[src/rtl/axis_upsizer_if.sv]
// Stream bundles for the narrow-to-wide upsizer: a narrow input side without
// lane qualifiers and a wide output side that carries tkeep.
interface axis_upsizer_in_if #(
    parameter int DATA_W = 8
) ();
    logic [DATA_W-1:0] tdata;
    logic              tvalid;
    logic              tlast;
    logic              tready;

    modport master (output tdata, output tvalid, output tlast, input  tready);
    modport slave  (input  tdata, input  tvalid, input  tlast, output tready);
endinterface

interface axis_upsizer_out_if #(
    parameter int DATA_W = 32,
    parameter int KEEP_W = 4
) ();
    logic [DATA_W-1:0] tdata;
    logic [KEEP_W-1:0] tkeep;
    logic              tvalid;
    logic              tlast;
    logic              tready;

    modport master (output tdata, output tkeep, output tvalid, output tlast, input  tready);
    modport slave  (input  tdata, input  tkeep, input  tvalid, input  tlast, output tready);
endinterface

[src/rtl/axis_upsizer.sv]
// Packs RATIO narrow AXI-Stream beats into one wide word with tkeep, early
// close on tlast, a one-word skid (pending) slot and a packet counter.
module axis_upsizer #(
    parameter int IN_W      = 8,
    parameter int RATIO     = 4,
    parameter bit MSB_FIRST = 1'b1,
    parameter int CNT_W     = 16
) (
    input  logic                 aclk,
    input  logic                 areset,
    axis_upsizer_in_if.slave     s_axis,
    axis_upsizer_out_if.master   m_axis,
    output logic [CNT_W-1:0]     pkt_cnt
);
    localparam int OUT_W = IN_W * RATIO;
    localparam int CW    = (RATIO > 1) ? $clog2(RATIO) : 1;
    localparam logic [CW-1:0] LAST_IDX = CW'(RATIO - 1);

    logic [CW-1:0]    cnt_q;
    logic             pend_q;
    logic [OUT_W-1:0] asm_data_q;
    logic [RATIO-1:0] asm_keep_q;
    logic             asm_last_q;
    logic [OUT_W-1:0] out_data_q;
    logic [RATIO-1:0] out_keep_q;
    logic             out_valid_q;
    logic             out_last_q;
    logic [CNT_W-1:0] pkt_q;

    logic [OUT_W-1:0] asm_data_d;
    logic [RATIO-1:0] asm_keep_d;
    logic [CW-1:0]    lane_s;
    logic             in_hs_s;
    logic             free_s;
    logic             done_s;

    // Handshake qualifiers; ready depends only on the registered pending flag.
    always_comb begin
        in_hs_s = s_axis.tvalid && !pend_q;
        free_s  = !out_valid_q || m_axis.tready;
        done_s  = in_hs_s && ((cnt_q == LAST_IDX) || s_axis.tlast);
        if (MSB_FIRST) begin
            lane_s = LAST_IDX - cnt_q;
        end else begin
            lane_s = cnt_q;
        end
    end

    // Assembly word with the incoming beat merged into its lane.
    always_comb begin
        asm_data_d = asm_data_q;
        asm_keep_d = asm_keep_q;
        for (int j = 0; j < RATIO; j++) begin
            if (CW'(j) == lane_s) begin
                asm_data_d[j*IN_W +: IN_W] = s_axis.tdata;
                asm_keep_d[j]              = 1'b1;
            end else begin
                asm_data_d[j*IN_W +: IN_W] = asm_data_q[j*IN_W +: IN_W];
                asm_keep_d[j]              = asm_keep_q[j];
            end
        end
    end

    // Packing, pending slot, output register and packet counter.
    always_ff @(posedge aclk) begin
        if (areset) begin
            cnt_q       <= '0;
            pend_q      <= 1'b0;
            asm_data_q  <= '0;
            asm_keep_q  <= '0;
            asm_last_q  <= 1'b0;
            out_data_q  <= '0;
            out_keep_q  <= '0;
            out_valid_q <= 1'b0;
            out_last_q  <= 1'b0;
            pkt_q       <= '0;
        end else begin
            if (out_valid_q && m_axis.tready) begin
                out_valid_q <= 1'b0;
                out_last_q  <= 1'b0;
                if (out_last_q) begin
                    pkt_q <= pkt_q + CNT_W'(1);
                end
            end
            // A pending word has priority; input is stalled while it exists.
            if (pend_q && free_s) begin
                out_data_q  <= asm_data_q;
                out_keep_q  <= asm_keep_q;
                out_last_q  <= asm_last_q;
                out_valid_q <= 1'b1;
                pend_q      <= 1'b0;
                asm_data_q  <= '0;
                asm_keep_q  <= '0;
                asm_last_q  <= 1'b0;
            end else if (in_hs_s) begin
                if (done_s) begin
                    cnt_q <= '0;
                    if (free_s) begin
                        out_data_q  <= asm_data_d;
                        out_keep_q  <= asm_keep_d;
                        out_last_q  <= s_axis.tlast;
                        out_valid_q <= 1'b1;
                        asm_data_q  <= '0;
                        asm_keep_q  <= '0;
                        asm_last_q  <= 1'b0;
                    end else begin
                        asm_data_q <= asm_data_d;
                        asm_keep_q <= asm_keep_d;
                        asm_last_q <= s_axis.tlast;
                        pend_q     <= 1'b1;
                    end
                end else begin
                    asm_data_q <= asm_data_d;
                    asm_keep_q <= asm_keep_d;
                    cnt_q      <= cnt_q + CW'(1);
                end
            end
        end
    end

    assign s_axis.tready = !pend_q;
    assign m_axis.tdata  = out_data_q;
    assign m_axis.tkeep  = out_keep_q;
    assign m_axis.tvalid = out_valid_q;
    assign m_axis.tlast  = out_last_q;
    assign pkt_cnt       = pkt_q;
endmodule

[src/flat_wrapper.sv]
// flat-port wrapper written by rule: the top's interface ports become plain ports
module axis_upsizer_flat 
#(
    parameter int IN_W      = 8,
    parameter int RATIO     = 4,
    parameter bit MSB_FIRST = 1'b1,
    parameter int CNT_W     = 16
)
  (aclk, areset, pkt_cnt, s_axis_tdata, s_axis_tvalid, s_axis_tlast, s_axis_tready, m_axis_tdata, m_axis_tkeep, m_axis_tvalid, m_axis_tlast, m_axis_tready);
  axis_upsizer_in_if #(.DATA_W(8)) s_axis_i ();
  axis_upsizer_out_if #(.DATA_W(32), .KEEP_W(4)) m_axis_i ();
  input  logic aclk;
  input  logic areset;
  output logic [CNT_W-1:0] pkt_cnt;
  input wire logic [$bits(s_axis_i.tdata)-1:0] s_axis_tdata;
  input wire logic [$bits(s_axis_i.tvalid)-1:0] s_axis_tvalid;
  input wire logic [$bits(s_axis_i.tlast)-1:0] s_axis_tlast;
  output wire logic [$bits(s_axis_i.tready)-1:0] s_axis_tready;
  output wire logic [$bits(m_axis_i.tdata)-1:0] m_axis_tdata;
  output wire logic [$bits(m_axis_i.tkeep)-1:0] m_axis_tkeep;
  output wire logic [$bits(m_axis_i.tvalid)-1:0] m_axis_tvalid;
  output wire logic [$bits(m_axis_i.tlast)-1:0] m_axis_tlast;
  input wire logic [$bits(m_axis_i.tready)-1:0] m_axis_tready;
  assign s_axis_i.tdata = s_axis_tdata;
  assign s_axis_i.tvalid = s_axis_tvalid;
  assign s_axis_i.tlast = s_axis_tlast;
  assign s_axis_tready = s_axis_i.tready;
  assign m_axis_tdata = m_axis_i.tdata;
  assign m_axis_tkeep = m_axis_i.tkeep;
  assign m_axis_tvalid = m_axis_i.tvalid;
  assign m_axis_tlast = m_axis_i.tlast;
  assign m_axis_i.tready = m_axis_tready;
  axis_upsizer #(.IN_W(IN_W), .RATIO(RATIO), .MSB_FIRST(MSB_FIRST), .CNT_W(CNT_W)) u_core (.aclk(aclk), .areset(areset), .s_axis(s_axis_i), .m_axis(m_axis_i), .pkt_cnt(pkt_cnt));
endmodule
[config.mk]
export PLATFORM = sky130hd
export DESIGN_NAME = axis_upsizer_flat
export DESIGN_NICKNAME = d
export VERILOG_FILES = /design/src/rtl/axis_upsizer_if.sv /design/src/rtl/axis_upsizer.sv /design/src/flat_wrapper.sv
export SDC_FILE = /design/constraint.sdc
export NUM_CORES = 1
export LEC_CHECK = 0
export ABC_CLOCK_PERIOD_IN_PS = 2400
export CAP_MARGIN = 30
export CORE_MARGIN = 2
export CORE_UTILIZATION = 51
export CTS_BUF_LIST = sky130_fd_sc_hd__clkbuf_4 sky130_fd_sc_hd__clkbuf_8 sky130_fd_sc_hd__clkbuf_16
export DETAILED_ROUTE_END_ITERATION = 6
export PLACE_DENSITY = 0.85
export SLEW_MARGIN = 20
export SYNTH_ARGS = -nofsm -noshare
export SYNTH_HDL_FRONTEND = slang
export SYNTH_SLANG_ARGS = --single-unit
[constraint.sdc]
create_clock -name aclk -period 2.4 [get_ports aclk]
set_clock_uncertainty 0.1 [all_clocks]
set_input_delay 0.48 -clock aclk [delete_from_list [all_inputs] [get_ports aclk]]
set_output_delay 0.48 -clock aclk [all_outputs]
set_load 0.02 [all_outputs]
; After elaboration in Yosys (flattened, before gate mapping)
; Index checks and enable logic that the tools add are counted.
[word_totals]
reg_bits = 94
in_bits = 13
output_inout_bits = 55
word_cells = 69
[op_classes]
addsub = 3
n_eq_ne = 4
muxes = 32
bitwise_logic = 2
reduce_logical = 18
[ops]
columns = operator, count
row1 = 32-bit 2-to-1 mux, 6
row2 = 8-bit 2-to-1 mux, 4
row3 = 4-bit 2-to-1 mux, 6
row4 = 16-bit by 1-bit adder with 16-bit output (second input constant), 1
row5 = 1-bit 2-to-1 mux, 15
row6 = 2-bit AND reduction, 3
row7 = 3-bit AND reduction, 2
row8 = 2-bit nonzero test, 3
row9 = 2-bit == test (first input constant), 2
row10 = 1-bit logical AND, 4
row11 = 2-bit by 1-bit adder with 2-bit output (second input constant), 1
row12 = 1-bit by 2-bit == test with 1-bit output (first input constant), 1
row13 = 2-bit == test (second input constant), 1
row14 = 1-bit zero test, 2
row15 = 2-bit zero test, 1
row16 = 1-bit logical OR, 2
row17 = 2-bit 2-to-1 mux, 1
row18 = 1-bit inverter, 2
row19 = 2-bit OR reduction, 1
row20 = 2-bit subtractor (first input constant), 1

; Depth between registers and ports, before layout
[depth]
word_depth = 7
mapped_depth = 7
mapped_depth_nobuf = 6

; Worst setup path after synthesis
; OpenSTA, ideal clock, no wires.
[synth_timing]
path_type = reg2reg
start = register u_core.out_valid_q (netlist: u_core.m_axis.tvalid)
end = register u_core.pkt_q[15] (netlist: u_core.pkt_cnt[15])
setup_time_ns = 0.070
arrival_time_ns = 1.800
required_ns = 2.230
path_slack_ns = 0.430
stages_incl_launch_ff = 6
path_buffers = 1
period_less_slack_ns = 1.970
path_cell_list = dfxtp_1 -> nand4_1 -> or3_1 -> clkbuf_1 -> or4_1 -> a21oi_1
[synth_via]
elab_chain_len = 2
[synth_rtl]
columns = item, line_no
row1 = "start, declared", axis_upsizer.sv:26  ; logic out_valid_q;
row2 = "start signal, assigned", axis_upsizer.sv:74  ; out_valid_q <= 1'b0;
row3 = "start signal, assigned", axis_upsizer.sv:79  ; out_valid_q <= 1'b0;
row4 = "start signal, assigned", axis_upsizer.sv:90  ; out_valid_q <= 1'b1;
row5 = 1-bit logical AND, axis_upsizer.sv:78  ; if (out_valid_q && m_axis.tready) begin
row6 = 2-bit AND reduction (no line), n/a
row7 = "end signal, assigned", axis_upsizer.sv:82  ; pkt_q <= pkt_q + CNT_W'(1);
row8 = "end, declared", axis_upsizer.sv:28  ; logic [CNT_W-1:0] pkt_q;
; No other way between the ends.
; A chain may end at the register's enable or synchronous reset.

; Worst setup path in the final report
[layout_timing]
start = register u_core.pend_q
end = output s_axis_tready
[layout_via]
elab_chain_len = 1
[layout_rtl]
columns = item, line_no
row1 = "start, declared", axis_upsizer.sv:20  ; logic pend_q;
row2 = "start signal, assigned", axis_upsizer.sv:68  ; pend_q <= 1'b0;
row3 = "start signal, assigned", axis_upsizer.sv:91  ; pend_q <= 1'b0;
row4 = "start signal, assigned", axis_upsizer.sv:110  ; pend_q <= 1'b1;
row5 = 1-bit zero test, axis_upsizer.sv:121  ; assign s_axis.tready = !pend_q;
row6 = "end, declared", flat_wrapper.sv:18  ; output wire logic [$bits(s_axis_i.tready)-1:0] s_axis_tready;
; No other way between the ends.

==> run summary <==
Tightest Pin Transition = 0.649 ns
Crit path DAT = 1.62 ns
Hold Buf Count CTS = 0
Ys flop type = dfxtp_1
Max VDD drop = 0.000458 V
Commonest cells in the netlist = dfxtp_1 (94), a22o_1 (33), a221o_1 (32)
Layout fillers = 513
Placer Congestion = 0.920
Simple-Gate Fraction of Synth Area = 0.159
Combinational family with the most area after synthesis = compound AO/OA/AOI/OAI gates
Netlist Area Pre-Place = 0.00365 mm2
Fin cells = 549
Critical path peak fanout = 9
Most common cell in the synthesized netlist = dfxtp_1
Syn Area/Cell = 10.0 um2
PwrDens = 603 mW/mm2
All-Layer GR Usage = 0.252
Syn_nets = 381
DR top layer = met4
Post_cts resized = 0
Hold Startpoint = u_core.asm_keep_q[0]$_SDFFE_PP0P_
Largest net degree at the start of global routing = 33
Worst setup EP type = output pin
Outcome = finished clean
CP peak stage delay = 0.58 ns
Total number of yosys warnings = 0
Hold WS = 0.380 ns
Leak = 1.86 nW
Worst setup startpoint = u_core.pend_q$_SDFFE_PP0P_
First-pass GRT wire length = 15,400 um
Post-synthesis compound-gate area fraction = 0.251
Pre-Repair DR Iteration Count = 4
Min Tclk post-route = 2.20 ns
Synthesized flop and latch total = 94
Die Width = 88.6 um
Area taken by multi-input logic gates = 0.00166 mm2
CP Launch Type = flip-flop
Top cells by area, synth = dfxtp_1 (52%), a221o_1 (8.8%), a22o_1 (7.9%)
Core area = 0.00687 mm2
CTS tree = yes
Synthesized-area fraction occupied by adder cells = 0.0172
Share of cells above drive strength 1 = 0.117
Die ar. = 0.00784 mm2
Post-detail-place hpwl = 6480 um
Wire length on met1 = 4020 um
Synth cell types = 36
Vias in the first global route = 3,147
Final ANT Viol Nets = 0
Seq/Total Area, Yosys = 0.516
Unrepaired setup endpoints after global routing = false
WL met3 = 479 um
Tot Pwr = 2.90 mW
Met2 Wirelength = 4730 um
# Post-CTS Setup Buffers = 0
Hold WC Path Type = reg2reg
Crit path max-delay cell type = clkdlybuf4s50_1
CP cell instances = inv_1, clkdlybuf4s50_1
Wire per inst = 17.1 um
Vias/cell = 5.98
IO Count = 68
Post-Synth XOR/XNOR Area = 0.0216
Clock latency on the worst-skew pair = 0.37 ns
Area added between synthesis and finish = 31.7%
Fmax = 454 MHz
Relative slew margins = 0.564
Root buffer cell = clkbuf_8
Congestion Overflow GR = 0
Synthesized instance count = 363
Register Area = 0.00188 mm2
Nets@finish = 466
Max clock buf depth = 2
Initial Util = 0.531
Max-Cap Viols = 0
Area leader, netlist = dfxtp_1
Via count = 3,282
Htree depth = 3
Antenna diode count = 0
CTS sink count = 94
Critical R2R Launch = u_core.cnt_q[0]$_SDFFE_PP0P_
Rows = 30
Ys async rst share = 0
IO buf count = 67
Die Y = 88.6 um
Final Max Tran Viols = 0
Post-synth EDFFs = 0
Clock slew at reported path FFs = 0.09 ns
Final Hold Violating Endpoints = 0
Count of final setup violators = 0
# DRC = 0
Initial DRC Count = 263
CTS Buf Count = 9
Routed WL = 9390 um
Initial antenna violation count = 0
Top cell type's share of synthesized area = 0.516
Critical Path RT = 1.82 ns
Multiplexer share of the synthesized area = 0.00274
Tcrit/Tclk final = 0.917
WS Path Type = reg2out
Inst Count DP = 533
[metrics by stage]
step | utilization | TNS (ns) | worst slack (ns) | cell area [um2]
floorplan | - | 0 | 0.430 | 3650
global placement | 0.671 | -0.335 | -0.0438 | 4610
detailed placement | 0.671 | -1.37 | -0.180 | 4610
CTS | 0.699 | 0 | 0.0936 | 4800
global route | 0.699 | 0 | 0.122 | 4800
finish | 0.699 | 0 | 0.199 | 4800
[kinds of logic (layout without fill, tap and decap cells)]
logic type,Yosys count,after routing
flip-flops,94,94
adder cells (fa/ha/maj),5,5
XOR/XNOR,9,9
buffers and inverters,31,121
AO/OA/AOI/OAI,117,117
multiplexers,1,1
AND/OR/NAND/NOR,106,106
[power by group]
part / internal, mW / leakage [nW] / switching [mW] / total, mW
Clock: 0.402 / 0.0956 / 0.608 / 1.01
Sequential: 1.59 / 0.761 / 0.0218 / 1.61
Combinational: 0.123 / 1.01 / 0.155 / 0.279
[cell usage in the layout (no fill, tap or decap), types with 2 or more instances in the layout]
cell type        netlist  layout
ha_1                   5       5
buf_4                  0      26
nor4_2                 2       3
nor2b_1                4       4
a21boi_1               2       2
o31ai_1                3       3
o21ai_0                9       9
dfxtp_1               94      94
inv_8                  0       3
or4_1                  3       3
xnor2_1                7       7
nor4_1                 5       4
nor2_1                26      25
o21a_1                 3       3
nand2b_1               2       2
nor3_1                 3       3
a21oi_1               25      25
nand3_1                5       5
a211oi_1               5       5
buf_12                 0       3
xor2_1                 2       2
nand4_1                4       4
or3_1                  5       5
inv_1                  9       9
or2_2                  2       2
and3_1                24      24
nand2_1               10      10
clkdlybuf4s50_1        0      67
and2_1                11      11
a221o_1               32      32
a22o_1                33      33
clkbuf_8               0       9
[state kept, by name, indices dropped and copies added (netlist names)]
name and cells:
u_core.m_axis.tkeep 4, u_core.asm_data_q 32, u_core.m_axis.tvalid 1, u_core.m_axis.tlast 1, u_core.pkt_cnt 16, u_core.asm_keep_q 4, u_core.m_axis.tdata 32, u_core.asm_last_q 1
u_core.pend_q 1, u_core.cnt_q 2
[final cells by class]
type,instances,area share
Timing Repair Buffer,96,0.193
Multi-Input combinational cell,238,0.345
Clock buffer,9,0.0258
Inverter,9,0.00703
Clock inverter,7,0.0133
Tap cell,96,0.0250
Sequential cell,94,0.392
[routing by layer]
metal  global-route usage  vias up
met5                    0        -
met4               0.0744        0
met3               0.0625       15
met2                0.420      114
met1                0.325     1609
li1                     -     1544
[critical path, delay by kind of cell (launching register included)]
kind | cells | cell delay [ns]
buffers and inverters | 2 | 0.77
flip-flops | 1 | 0.49
[worst paths after layout]
path | endpoint | slack, ns | cells past startpoint
min | u_core.asm_keep_q[0]$_SDFFE_PP0P_ | 0.38 | 2
max reg2reg | u_core.asm_data_q[11]$_SDFFE_PP0P_ | 0.34 | 5
max | s_axis_tready | 0.20 | 2
min reg2reg | u_core.asm_keep_q[0]$_SDFFE_PP0P_ | 0.38 | 2
Power figures use the tool's default switching activity.
==> RTL change (config.mk and constraints unchanged) <==
Register the output `pkt_cnt` once more, without a reset; this adds one clock of latency there. The other outputs are not delayed to match.
--- a/src/rtl/axis_upsizer.sv
+++ b/src/rtl/axis_upsizer.sv
@@ -124,5 +124,7 @@
     assign m_axis.tvalid = out_valid_q;
     assign m_axis.tlast  = out_last_q;
-    assign pkt_cnt       = pkt_q;
+    always_ff @(posedge aclk) begin
+        pkt_cnt <= pkt_q;
+    end
 endmodule
 
Check against the original RTL: not equivalent (Yosys sat finds a counterexample within 4 cycles, from zero or initial values and one cycle with areset high).
==> RTL change against the unedited design <==
Total power rose by 8.5%. Sequential cell count is 16 higher. Wire length is 2.9% lower. Synthesized area increased by 11%. Worst setup slack better by 0.0077 ns. Design area is 3.9% higher. First-iteration DRC count is 16% lower. Critical endpoint unchanged.
==> RTL change: results (changes against the unedited design) <==
* Outcome: completed
* CTS Buf Count at 9 (unchanged)
* Maximum fanout along the worst path at 9 (unchanged)
* Peak supply drop at 0.0003365 V (-27%)
* Power in the clock group at 1020 uW
* Setup Buffers After CTS at 0 (unchanged)
* Antenna cells at 0 (unchanged)
* Fraction of final layout cells sized beyond drive strength 1 at 9.071% (-2.6 points)
* Fin. max-slew vios at 0 (unchanged)
* Arrival @ worst endpoint at 1.61 ns
* Gr busiest metal: met2
* Most frequent cells after synthesis: dfxtp_1, and3_1, a22o_1, a221o_1, nor2_1
* Synth cell types at 43 (+19%)
* Clock Pin Slew Worst Setup and Hold Paths at 0.10 ns
* First-pass GRT wire length at 14,630 um (-4.9%)
* DRC viols at 0 (unchanged)
* Met1 usage at 28.71% (-3.7 points)
* Pre-antenna DRT Iters at 5 (+1)
* Met3 Resource Use GR at 3.336% (-2.9 points)
* Number of port buffers at 67 (unchanged)
* Cts repair resizes at 0 (unchanged)
* Largest net degree at the start of global routing at 33 (unchanged)
* Wire per inst at 16.46 um (-3.8%)
* DRT Wirelength at 9121 um (-2.9%)
* Syn Area/Cell at 10.57 um^2 (+5.2%)
* Sequential fraction of the synthesis area at 54.56% (+3.0 points)
* Leak at 0.001975 uW (+6.0%)
* Sequential Power Share at 59.6% (+4.0 points)
* Clock Path Buffers at 2 (unchanged)
* # nets final at 466 (unchanged)
* Metal2 WL at 4301 um (-9.1%)
* Ys async rst share at 0% (unchanged)
* Routability cong. at 0.8284 (-9.9%)
* Clock Latency Late Sink at 0.36 ns
* Dpl hpwl at 6413 um (-1.0%)
* Area contributors post-synth: dfxtp_1, a221o_1, a22o_1, and3_1, nor2_1
* H-Tree Depth at 3 (unchanged)
* Synth warn at 0 (unchanged)
* Detailed Route Iter0 Violations at 220 (-16%)
* Vias per inst at 5.928 (-0.84%)
* CTS root buf: clkbuf_8
* Post-Syn Nets at 400 (+5.0%)
* Met3 Wirelength at 502 um (+4.8%)
* Antenna violations before repair at 0 (unchanged)
* Vias in the first global route at 3,024 (-3.9%)
* Switching share of power at 25.39% (-1.7 points)
* Uppermost layer routed: met4
* Actual slew at the worst max-slew pin at 0.7674 ns (+0.1181 ns)
* CP max-delay cell: clkdlybuf4s50_1
* M1 wire length at 4159 um (+3.4%)
* Hold crit path type: flip-flop to flip-flop
* Max cap viols at 0 (unchanged)
* Cell count after placement at 539 (+1.1%)
* Pre-CTS WS at 0.01493 ns (+0.1945 ns)
* Met2 Use GR at 34.60% (-7.4 points)
* Global Route Usage Sum at 21.45% (-3.7 points)
[RTL change: cell count changes after synthesis, moves of 4 or more]
cell,change
a21o_1,+4
a21oi_1,-8
and3_1,+12
clkbuf_1,-6
clkbuf_2,+8
dfxtp_1,+16
inv_1,-5
nand2_1,+5
nand3_1,+4
nor4_1,-4
o21ai_0,-4
o21ai_1,+4
[RTL change: cells by family (layout without fill, tap and decap cells)]
kind of cell               after synthesis  after routing  share of synthesized area [%]
adders and majority gates                5              5                          1.550
and+or+nand+nor                        115            115                          15.62
muxes                                    1              1                         0.2480
xor gates and xnor gates                11             11                          2.387
AOI/OAI and AO/OA                      108            108                          21.76
buffers and inverters                   32            102                          3.874
DFF                                    110            110                          54.56
[RTL change: critical path, delay by kind of cell, from the launching register on]
kind,cells,cell delay (ns)
buffers and inverters,2,0.74
flip-flops,1,0.51
[RTL change: metrics by stage]
step,hold slack [ns],TNS [ns],power [uW],cell area (um^2)
finish,0.2753,0,3146,4994
floorplan,0.2390,0,2061,4036
CTS,0.2754,0,3161,4994
detailed placement,0.2617,0,2167,4815
global placement,0.2563,-7.042,2156,4810
global route,0.2860,0,3256,4994
[RTL change: path summary, 6_finish.rpt]
kind               startpoint                    end  slack (ns)  cells past startpoint
max reg2reg   u_core.cnt_q[0]  u_core.asm_data_q[21]        0.45                      6
max             u_core.pend_q          s_axis_tready        0.21                      2
min reg2reg  u_core.pkt_q[15]     u_core.pkt_cnt[15]        0.28                      0
min          u_core.pkt_q[15]     u_core.pkt_cnt[15]        0.28                      0
[RTL change: area by class of cell]
class | count | area [um^2]
repair buffers | 82 | 783.3
clock buffers | 9 | 123.9
clock inverters | 6 | 55.05
multi-input cells | 240 | 1683
inverters | 5 | 18.77
well taps | 102 | 127.6
flip-flops and latches | 110 | 2202
fillers | 604 | 2694
